## src/rtl/tpu_matmul_engine.sv

```systemverilog
// rtl/tpu_matmul_engine.sv - NxN signed matrix engine: byte-serial operand load, N-cycle PE array compute, byte-serial result stream
module tpu_matmul_engine #(
  parameter int N      = 2,
  parameter int DATA_W = 8,
  parameter int ACC_W  = 16
) (
  input  logic       clk,
  input  logic       rst_n,
  input  logic [7:0] in_data,
  input  logic       in_valid,
  output logic       in_ready,
  input  logic       mode_transpose,
  input  logic       mode_elemwise,
  input  logic       mode_relu,
  input  logic       abort,
  output logic [7:0] out_data,
  output logic       out_valid,
  input  logic       out_ready,
  output logic       out_last,
  output logic       busy
);

  localparam int KW  = (N > 1) ? $clog2(N) : 1;
  localparam int BPR = ACC_W / 8;
  localparam int BCW = (BPR > 1) ? $clog2(BPR) : 1;
  localparam logic [KW-1:0]  K_LAST = KW'(N - 1);
  localparam logic [BCW-1:0] B_LAST = BCW'(BPR - 1);

  typedef enum logic [1:0] {S_LOAD, S_COMPUTE, S_OUTPUT} state_t;

  state_t state, state_next;

  logic [KW-1:0]  ld_row, ld_col, k_cnt, out_row, out_col;
  logic           ld_b;
  logic [BCW-1:0] byte_cnt;
  logic           mode_tr, mode_el, mode_rl;

  logic signed [DATA_W-1:0] a_mem [N][N];
  logic signed [DATA_W-1:0] b_mem [N][N];
  logic        [ACC_W-1:0]  acc   [N][N];
  logic        [ACC_W-1:0]  mac   [N][N];
  logic        [ACC_W-1:0]  cur;

  logic load_fire, load_done, out_fire, out_done;

  // The load counter is kept as (matrix, row, col) so no division is needed for odd N.
  assign load_fire = (state == S_LOAD) && in_valid;
  assign load_done = load_fire && ld_b && (ld_row == K_LAST) && (ld_col == K_LAST);
  assign out_fire  = (state == S_OUTPUT) && out_ready;
  assign out_done  = out_fire && (out_row == K_LAST) && (out_col == K_LAST) && (byte_cnt == B_LAST);

  always_ff @(posedge clk or negedge rst_n) begin
    if (!rst_n) state <= S_LOAD;
    else        state <= state_next;
  end

  always_comb begin
    state_next = state;
    if (abort) begin
      state_next = S_LOAD;
    end else begin
      case (state)
        S_LOAD:    if (load_done) state_next = S_COMPUTE;
        S_COMPUTE: if (k_cnt == K_LAST) state_next = S_OUTPUT;
        S_OUTPUT:  if (out_done) state_next = S_LOAD;
        default:   state_next = S_LOAD;
      endcase
    end
  end

  always_comb begin
    in_ready  = 1'b0;
    busy      = 1'b0;
    out_valid = 1'b0;
    out_last  = 1'b0;
    out_data  = '0;
    cur       = acc[out_row][out_col] >> {byte_cnt, 3'b000};
    case (state)
      S_LOAD:    in_ready = 1'b1;
      S_COMPUTE: busy = 1'b1;
      S_OUTPUT: begin
        busy      = 1'b1;
        out_valid = 1'b1;
        out_last  = (out_row == K_LAST) && (out_col == K_LAST) && (byte_cnt == B_LAST);
        // ReLU is a whole-result decision, so every byte of a negative result is zeroed.
        out_data  = (mode_rl && acc[out_row][out_col][ACC_W-1]) ? 8'h00 : cur[7:0];
      end
      default: ;
    endcase
  end

  for (genvar gi = 0; gi < N; gi++) begin : g_row
    for (genvar gj = 0; gj < N; gj++) begin : g_pe
      logic signed [2*DATA_W-1:0] op_a, op_b, prod;
      always_comb begin
        op_a = a_mem[gi][k_cnt];
        op_b = b_mem[k_cnt][gj];
        if (mode_el) begin
          op_a = a_mem[gi][gj];
          op_b = b_mem[gi][gj];
        end else if (mode_tr) begin
          op_b = b_mem[gj][k_cnt];
        end
      end
      assign prod         = op_a * op_b;
      assign mac[gi][gj]  = ACC_W'(prod);
    end
  end

  always_ff @(posedge clk or negedge rst_n) begin
    if (!rst_n) begin
      ld_row   <= '0;
      ld_col   <= '0;
      ld_b     <= 1'b0;
      k_cnt    <= '0;
      out_row  <= '0;
      out_col  <= '0;
      byte_cnt <= '0;
      mode_tr  <= 1'b0;
      mode_el  <= 1'b0;
      mode_rl  <= 1'b0;
      for (int i = 0; i < N; i++) begin
        for (int j = 0; j < N; j++) begin
          a_mem[i][j] <= '0;
          b_mem[i][j] <= '0;
          acc[i][j]   <= '0;
        end
      end
    end else if (abort) begin
      ld_row   <= '0;
      ld_col   <= '0;
      ld_b     <= 1'b0;
      k_cnt    <= '0;
      out_row  <= '0;
      out_col  <= '0;
      byte_cnt <= '0;
      mode_tr  <= 1'b0;
      mode_el  <= 1'b0;
      mode_rl  <= 1'b0;
      for (int i = 0; i < N; i++) begin
        for (int j = 0; j < N; j++) begin
          a_mem[i][j] <= '0;
          b_mem[i][j] <= '0;
          acc[i][j]   <= '0;
        end
      end
    end else begin
      case (state)
        S_LOAD: begin
          if (load_fire) begin
            if (ld_b) b_mem[ld_row][ld_col] <= in_data;
            else      a_mem[ld_row][ld_col] <= in_data;
            if (ld_col == K_LAST) begin
              ld_col <= '0;
              if (ld_row == K_LAST) begin
                ld_row <= '0;
                ld_b   <= ~ld_b;
              end else begin
                ld_row <= ld_row + 1'b1;
              end
            end else begin
              ld_col <= ld_col + 1'b1;
            end
          end
          if (load_done) begin
            mode_tr <= mode_transpose;
            mode_el <= mode_elemwise;
            mode_rl <= mode_relu;
            k_cnt   <= '0;
            for (int i = 0; i < N; i++)
              for (int j = 0; j < N; j++)
                acc[i][j] <= '0;
          end
        end
        S_COMPUTE: begin
          k_cnt <= (k_cnt == K_LAST) ? '0 : k_cnt + 1'b1;
          for (int i = 0; i < N; i++) begin
            for (int j = 0; j < N; j++) begin
              if (!mode_el)           acc[i][j] <= acc[i][j] + mac[i][j];
              else if (k_cnt == '0)   acc[i][j] <= mac[i][j];
            end
          end
        end
        S_OUTPUT: begin
          if (out_fire) begin
            if (byte_cnt == B_LAST) begin
              byte_cnt <= '0;
              if (out_col == K_LAST) begin
                out_col <= '0;
                out_row <= (out_row == K_LAST) ? '0 : out_row + 1'b1;
              end else begin
                out_col <= out_col + 1'b1;
              end
            end else begin
              byte_cnt <= byte_cnt + 1'b1;
            end
          end
        end
        default: ;
      endcase
    end
  end

endmodule

```

## config.mk

```make
export PLATFORM = sky130hd
export DESIGN_NAME = tpu_matmul_engine
export DESIGN_NICKNAME = d
export VERILOG_FILES = /design/src/rtl/tpu_matmul_engine.sv
export SDC_FILE = /design/constraint.sdc
export NUM_CORES = 1
export LEC_CHECK = 0
export ABC_CLOCK_PERIOD_IN_PS = 15550
export CAP_MARGIN = 5
export CORE_MARGIN = 2
export CORE_UTILIZATION = 35
export DETAILED_ROUTE_END_ITERATION = 12
export PLACE_DENSITY = 0.47
export REMOVE_ABC_BUFFERS = 1
export SYNTH_ARGS = -nofsm -noshare
export SYNTH_HDL_FRONTEND = slang
export SYNTH_SLANG_ARGS = --single-unit
```

## constraint.sdc

```tcl
create_clock -name clk -period 15.55 [get_ports clk]
set_input_delay 3.11 -clock clk [delete_from_list [all_inputs] [get_ports clk]]
set_output_delay 3.11 -clock clk [all_outputs]
set_load 0.02 [all_outputs]
```

* After elaboration in Yosys (flattened, before gate mapping)
Cells that the tools add are included.
Operators by class: add/subtract/negate cells 10, $mul 4, order comparisons 7, equality and inequality tests 7, shift-type cells 1, multiplexer cells 109, bitwise logic cells 6, reductions and logical operators 38
Operators with widths (number):
- $mux 16 | 25
- $mux 32 | 11
- $mux 64 | 2
- $pmux 64 s2 | 1
- $mux 8 | 15
- $add 16x16->16 | 4
- $bwmux 32 | 2
- $mul 16x16->16 | 4
- $mux 1 | 45
- $reduce_bool 2->1 | 10
- $reduce_and 3->1 | 6
- $demux 16 s1 | 1
- $shr 16x4->8 | 1
- $logic_and 1x1->1 | 13
- $ge 2x2->1 const B | 5
- $not 1->2 | 5
- $ne 3x3->1 const B | 3
- $demux 8 s1 | 1
- $mux 2 | 4
- $reduce_and 2->1 | 4
- $reduce_and 4->1 | 2
- $add 1x1->1 const B | 6
- $pmux 2 s3 | 1
- $lt 2x1->1 const B | 2
- 9 further kinds | 9
Word-level totals: bits in registers 140, bits of input ports 16

* Logic depth before layout (Yosys ltp)
Gate-level depths: netlist of run 1.
depth after elaboration 12, depth in mapped cells 35, depth with buffers taken out 31

* Worst setup path after synthesis of run 1
OpenSTA, ideal clock, no wires.
kind reg2reg, start point register mode_el, end point register acc[15] (netlist bit), library setup time 0.076 ns, arrival time 7.789 ns, data required time 15.474 ns, slack 7.684 ns, cell stages (with the launch flop) 33, clock period less this slack 7.866 ns, cell sequence dfrtp_1 -> buf_6 -> nor2_2 -> buf_2 -> buf_2 -> mux2i_1 -> or2_2 -> inv_1 -> fa_1 -> inv_1 -> fa_1 -> inv_1 -> fa_1 -> inv_1 -> fa_1 -> inv_1 -> fa_1 -> inv_1 -> fa_1 -> inv_1 -> ha_1 -> and3_1 -> nand3_1 -> and3_1 -> nor2b_1 -> xnor2_1 -> ha_1 -> and3_1 -> o311ai_1 -> a41oi_1 -> a2111oi_4 -> xnor3_1 -> o21ai_1
Between the ends: longest elaborated chain between the ends 6, elaborated cells on any way between the ends 10, those cells by class add/sub (1); mul (1); eq/ne (1); mux (6); reduce/logical (1)
Ends and longest elaborated chain:
- start: declaration | line 36 | logic mode_tr, mode_el, mode_rl;
- start signal: assignment | line 167 | mode_el <= mode_elemwise;
- $mux 16 | line 98 | if (mode_el) begin
- $mul 16x16->16 | line 105 | assign prod = op_a * op_b;
- $add 16x16->16 / $mux 16 (equally long branches) | line 179, 180
- $mux 16 | line 179 | if (!mode_el) acc[i][j] <= acc[i][j] + mac[i][j];
- $pmux 64 s2 | line 148 | case (state)
- $mux 64 | line 129 | end else if (abort) begin
- end signal: indexed assignment | line 179
- end signal: indexed assignment | line 180 | else if (k_cnt == '0) acc[i][j] <= mac[i][j];
- end: declaration | line 40 | logic [ACC_W-1:0] acc [N][N];
Several ways; a longest one is shown, not always the timed one. The select of a mux whose other input is x is not followed. A chain may end at the register's enable or synchronous reset.

* Worst setup path after layout of run 1
Ends and elaborated chain as after synthesis.

==> impl_metrics.py, run 1 <==
metrics = {
    "floorplanning": {
        "initial_core_util_pct": 35.3,
        "dieWidth_um": 264,
        "rows": 95,
        "placeableCoreArea_mm2": 0.0669,
        "num_io_pins": 28,
        "die-area_mm2": 0.0695,
        "die_h_um": 264,
    },
    "sta": {
        "report.final.hold_viol_count": 0,
        "final.setup_skew_ps": 10.5,
        "relSlewSlack_pct": 14.3,
        "min_period_ps": 9130,
        "slew_violations": 0,
        "finalCritPeriodShare_pct": 58.7,
        "setup-tns-final_ps": 0,
        "worst_slew_pin_slew_ps": 1250,
        "rsz0062_at_grt": "false",
        "setup_viol": 0,
        "worst_hold_slack_ps": 515,
        "timing.fmax_ghz": 0.110,
    },
    "critical_path": {
        "critical_path_class": "reg2reg",
        "timing.critical_path.buf_inv": 8,
        "crit_top_cell": "inv_1",
        "endpoint_kind": "register",
        "cp-start-kind": "register",
        "cp_max_fo": 43,
        "arrival_ps": 9510,
        "cp.required_ps": 15930,
        "critical_path.top_delay_family": "adder cells",
        "cp_slowest_cell": "mux2i_1",
        "cp_slowest_stage_delay_ps": 1040,
    },
    "final_layout": {
        "n_fill_cell": 6873,
        "layout_commonest_cell": "inv_1",
        "mostFrequentLayoutCells": "477 x inv_1, 330 x nor2_1, 288 x fa_1, 288 x ha_1, 145 x nand2_1",
        "drive_above_1_share_pct": 7.14,
        "area_delta_synth_final_pct": 8.10,
        "nets": 3254,
    },
    "clock_network": {
        "cts_hold_buffers": 0,
        "ctsResizeCount": 0,
        "root_buffer": "clkbuf_16",
        "cts_buffer_depth": 2,
        "cts_tree": "built",
        "h-tree-depth": 4,
        "cts_buffers": 17,
        "clkSlewWorstSetupHoldPaths_ps": 70,
        "post_cts_buffers": 0,
        "cts.sinks": 140,
        "clk_latency_ps": 450,
    },
    "synth": {
        "yosys-top-cells-area": "fa_1 24%, ha_1 15%, dfrtp_1 15%",
        "synth_top_area_share_pct": 24.4,
        "syn-cell-area_mm2": 0.0236,
        "async_flop_share_pct": 100,
        "synth-seq-area-share_pct": 14.8,
        "syn_area_per_cell_um2": 8.92,
        "synthDistinctLibCells": 70,
        "synthFlopType": "dfrtp_1",
        "yosys_warnings": 0,
        "synth-seq-cells": 140,
        "netlist_instances": 2645,
        "yosysTopAreaCell": "fa_1",
        "synth_edf_count": 0,
    },
    "drt": {
        "drt_iter0_markers": 940,
        "drtPass1Iterations": 8,
        "route.detailed.drc": 0,
        "vias_per_cell": 5.05,
        "drt_wl_total_mm": 66.1,
        "ant_nets": 0,
        "vias": 17900,
        "routedWlPerCell_um": 18.6,
    },
    "placement": {
        "dp_hpwl_mm": 54.4,
        "portBuffers": 27,
        "gp_congestion": 0.838,
    },
    "global_routing": {
        "grt_pass1_wl_mm": 106,
        "grt_pass1_vias": 18500,
        "grt_remaining_overflow": 0,
        "grt_max_degree": 74,
        "antenna_found_initial": 9,
        "groute.usage.overall_pct": 19.5,
    },
    "power_and_ir_drop": {
        "ir_drop_mv": 0.0830,
        "p_per_area_mw_per_mm2": 55.3,
        "leakage_nw": 12.5,
    },
    "hold_path": {
        "hold_path_class": "reg2reg",
    },
    "run_status": {
        "status": "finished clean",
    },
    "flow_run": {
        "cap_viol_max_count": 0,
    },
}
-- tightest hold or removal path: cells and delay by family, from the launching register on --
| family | cells | cell delay [ps] |
|---|---|---|
| flip-flops | 1 | 370 |
| AO/OA/AOI/OAI | 1 | 60 |
| AND/OR/NAND/NOR | 1 | 50 |
-- state kept, by name, indices dropped and copies added (netlist names) --
name	count
acc	64
a_mem	32
b_mem	32
state	2
byte_cnt	1
k_cnt	1
ld_b	1
ld_col	1
ld_row	1
mode_el	1
mode_rl	1
mode_tr	1
out_col	1
out_row	1
-- cell usage after synthesis, types with 20 or more instances --
cell and n:
inv_1 477, nor2_1 331, fa_1 288, ha_1 288, nand2_1 145, dfrtp_1 140
xnor2_1 126, o21ai_0 120, mux2i_1 97, a21oi_1 84, or2_2 82, nor3_1 53
clkbuf_1 40, xor2_1 30, nand3_1 26, a22o_1 21, o21a_1 20
-- report_power, final --
group,switching [W],internal (W),total [W]
Clock,0.000187,0.000211,0.000398
Sequential,0.0000317,0.000382,0.000414
Combinational,0.000426,0.000174,0.000600
-- metrics by stage --
stage / instance area [um^2] / total power (W) / setup slack, ps / utilization, % / instances
floorplan: 23300 / 0.000767 / 6140 / - / 2586
global placement: 25000 / 0.00102 / 6530 / 37.3 / 3516
detailed placement: 25000 / 0.00102 / 6500 / 37.3 / 3516
CTS: 25500 / 0.00143 / 6420 / 38.1 / 3548
global route: 25500 / 0.00150 / 6010 / 38.1 / 3548
finish: 25500 / 0.00141 / 6420 / 38.1 / 3549
-- kinds of logic after synthesis --
family	synth area share [%]
compound gates	10.5
buf+inv	8.67
flops	14.8
simple gates	14.0
fa+ha+maj	39.7
mux	6.16
xor+xnor	6.17
-- final cells by class --
cell class	count	area, um^2	share of cell area [%]
diodes	1	2.50	0.00981
clock buffers	19	443	1.74
clock inverters	13	108	0.422
inverters	478	1790	7.03
multi-input cells	1968	18100	70.8
flip-flops and latches	140	3510	13.7
well taps	873	1090	4.28
repair buffers	57	492	1.93
-- layer usage --
| metal | vias to the layer above | share of wire [%] | GRT usage, % |
|---|---|---|---|
| met5 | - | 0.097 | 0 |
| met4 | 10 | 2.2 | 5.11 |
| met3 | 70 | 3.7 | 2.26 |
| met2 | 292 | 49 | 33.0 |
| met1 | 8917 | 45 | 26.5 |
| li1 | 8626 | - | - |
-- final timing paths --
| path | startpoint | end | slack [ps] | depth (start not counted) |
|---|---|---|---|---|
| worst max-delay path | mode_el | acc[15] | 6420 | 30 |
| worst min-delay path | acc[3] | acc[3] | 520 | 2 |
| worst max register to register | mode_el | acc[15] | 6420 | 30 |
| worst min register to register | acc[3] | acc[3] | 520 | 2 |
| max in group asynchronous | rst_n | mode_el | 11280 | 2 |
| min in group asynchronous | rst_n | acc[11] | 2680 | 1 |
(Power assumes the default switching activity.)
==> run 2, diff against run 1 <==
- ABC_CLOCK_PERIOD_IN_PS: 15550 -> 8000
- PLACE_DENSITY: 0.47 -> 0.49
- clock period: 15.55 -> 8 ns (I/O delays scaled with it)
==> run 2 against run 1 <==
  * Sequential cell count unchanged
  * Critical path depth decreased by 1
  * Non-clock buffer count increased by 66
  * Largest power group unchanged
==> impl_metrics.py, run 2 (same netlist as run 1, synthesis figures left out) <==
metrics = {
    "critical_path": {
        "cp.required_ps": 8380,
        "cp-start-kind": "register",
        "cp_max_fo": 5,
        "cp_slowest_cell": "fa_1",
        "critical_path_class": "reg2reg",
        "arrival_ps": 8020,
        "cp_slowest_stage_delay_ps": 570,
        "endpoint_kind": "register",
    },
    "floorplanning": {
        "dieWidth_um": 264,
        "num_io_pins": 28,
        "rows": 95,
        "initial_core_util_pct": 35.3,
        "placeableCoreArea_mm2": 0.0669,
        "die_h_um": 264,
        "die-area_mm2": 0.0695,
    },
    "global_routing": {
        "grt_pass1_wl_mm": 107,
        "grt_max_degree": 78,
        "grt_remaining_overflow": 0,
        "groute.usage.overall_pct": 19.6,
        "antenna_found_initial": 0,
        "grt_pass1_vias": 18700,
    },
    "final_layout": {
        "area_delta_synth_final_pct": 11.0,
        "design_area_mm2": 0.0262,
        "antenna_cells": 0,
        "nets": 3320,
        "reg_top3": "acc x64, a_mem x32, b_mem x32",
        "n_fill_cell": 6719,
        "mostFrequentLayoutCells": "477 x inv_1, 331 x nor2_1, 288 x fa_1, 287 x ha_1, 145 x nand2_1",
        "drive_above_1_share_pct": 9.96,
        "largest_reg_flops": 64,
        "multiInputGateArea_mm2": 0.0182,
        "layout_commonest_cell": "inv_1",
        "register_area_mm2": 0.00351,
        "top_register": "acc",
    },
    "sta": {
        "slew_violations": 0,
        "worst_slack_ps": 363,
        "rsz0062_at_grt": "true",
        "min_period_ps": 7640,
        "relSlewSlack_pct": 23.3,
        "setup_viol": 0,
        "report.final.hold_viol_count": 0,
        "finalCritPeriodShare_pct": 95.5,
        "final.setup_skew_ps": 15.2,
        "worst_slew_pin_slew_ps": 1150,
        "timing.fmax_ghz": 0.131,
    },
    "flow_run": {
        "cap_viol_max_count": 0,
    },
    "power_and_ir_drop": {
        "leakage_nw": 12.9,
        "ir_drop_mv": 0.157,
        "p_per_area_mw_per_mm2": 113,
    },
    "drt": {
        "vias_per_cell": 5.03,
        "routedWlPerCell_um": 18.4,
        "drtPass1Iterations": 5,
        "vias": 18200,
        "ant_nets": 0,
        "drt_wl_total_mm": 66.4,
        "route.detailed.drc": 0,
        "drt_iter0_markers": 1091,
    },
    "run_status": {
        "status": "finished clean",
    },
    "clock_network": {
        "clkSlewWorstSetupHoldPaths_ps": 70,
        "clk_latency_ps": 470,
        "cts.sinks": 140,
        "root_buffer": "clkbuf_16",
        "cts_tree": "built",
        "cts_buffers": 17,
        "h-tree-depth": 4,
        "cts_buffer_depth": 2,
    },
    "placement": {
        "pre_cts_slack_ps": 46.5,
        "placed_area_mm2": 0.0254,
        "portBuffers": 27,
        "gp_congestion": 0.886,
        "dp_hpwl_mm": 55.2,
    },
    "hold_path": {
        "hold_path_class": "reg2reg",
    },
}
run 2: changes by cell type in the layout (fill, tap and decap cells not counted), sizes merged:
| cell | delta |
|---|---|
| buf | +65 |
| inv | +6 |
| clkinvlp | -3 |
| clkinv | -2 |
| diode | -1 |
run 2: power breakdown:
| group | internal (W) | total [W] | switching [W] |
|---|---|---|---|
| registers | 0.000743 | 0.000800 | 0.0000571 |
| clock network | 0.000418 | 0.000812 | 0.000394 |
| logic | 0.000482 | 0.00136 | 0.000878 |
| total | 0.00164 | 0.00297 | 0.00133 |
run 2: per-stage QoR:
step | TNS [ps] | instances | power (W) | utilization, % | hold WS (ps)
2_1_floorplan | -14610 | 2586 | 0.00149 | - | 450
3_3_place_gp | 0 | 3572 | 0.00208 | 38.0 | 493
3_5_place_dp | 0 | 3572 | 0.00209 | 38.0 | 508
4_1_cts | 0 | 3604 | 0.00291 | 38.8 | 524
5_1_grt | -54.3 | 3614 | 0.00312 | 39.1 | 563
6_report | 0 | 3614 | 0.00297 | 39.1 | 520
run 2: area by class of cell:
class                   instances  share of cell area (%)
clock buffers                  18                    1.68
clock inverters                14                   0.463
inverters                     478                    6.85
multi-input cells            1968                    69.4
flip-flops and latches        140                    13.4
well taps                     873                    4.17
repair buffers                123                    4.02
run 2: metal layers:
metal / GRT usage [%] / wire length [um] / up-vias
li1: - / - / 8764
met2: 33.1 / 32600 / 306
met4: 4.36 / 987 / 0
met5: 0 / 0 / -
met3: 1.84 / 1990 / 46
met1: 27.2 / 30900 / 9047
run 2: worst paths after layout:
kind,cells after the start,startpoint,slack (ps),endpoint
max,29,k_cnt,360,acc[15]
min in group asynchronous,1,rst_n,1130,acc[15]
max in group asynchronous,2,rst_n,5190,mode_el
min,2,b_mem[1],520,b_mem[1]
min reg2reg,2,b_mem[1],520,b_mem[1]
max reg2reg,29,k_cnt,360,acc[15]
run 2: what timing repair did:
item                                    4_1_cts  5_1_grt
pin swaps                                     0        8
cloned                                        0        1
gates resized for setup                       1       23
endpoints found under the setup margin        1        4
setup buffers                                 0        9
hold endpoints to repair                      0        0
hold buffers                                  0        0
run 2: worst max-delay path: cells and delay by family, from the launching register on:
| kind | cells | cell delay, ps |
|---|---|---|
| adder cells (fa/ha/maj) | 8 | 3660 |
| AO/OA/AOI/OAI | 4 | 740 |
| AND/OR/NAND/NOR | 7 | 1180 |
| buffers and inverters | 7 | 470 |
| multiplexers | 1 | 510 |
| flip-flops | 1 | 470 |
| XOR/XNOR | 2 | 510 |
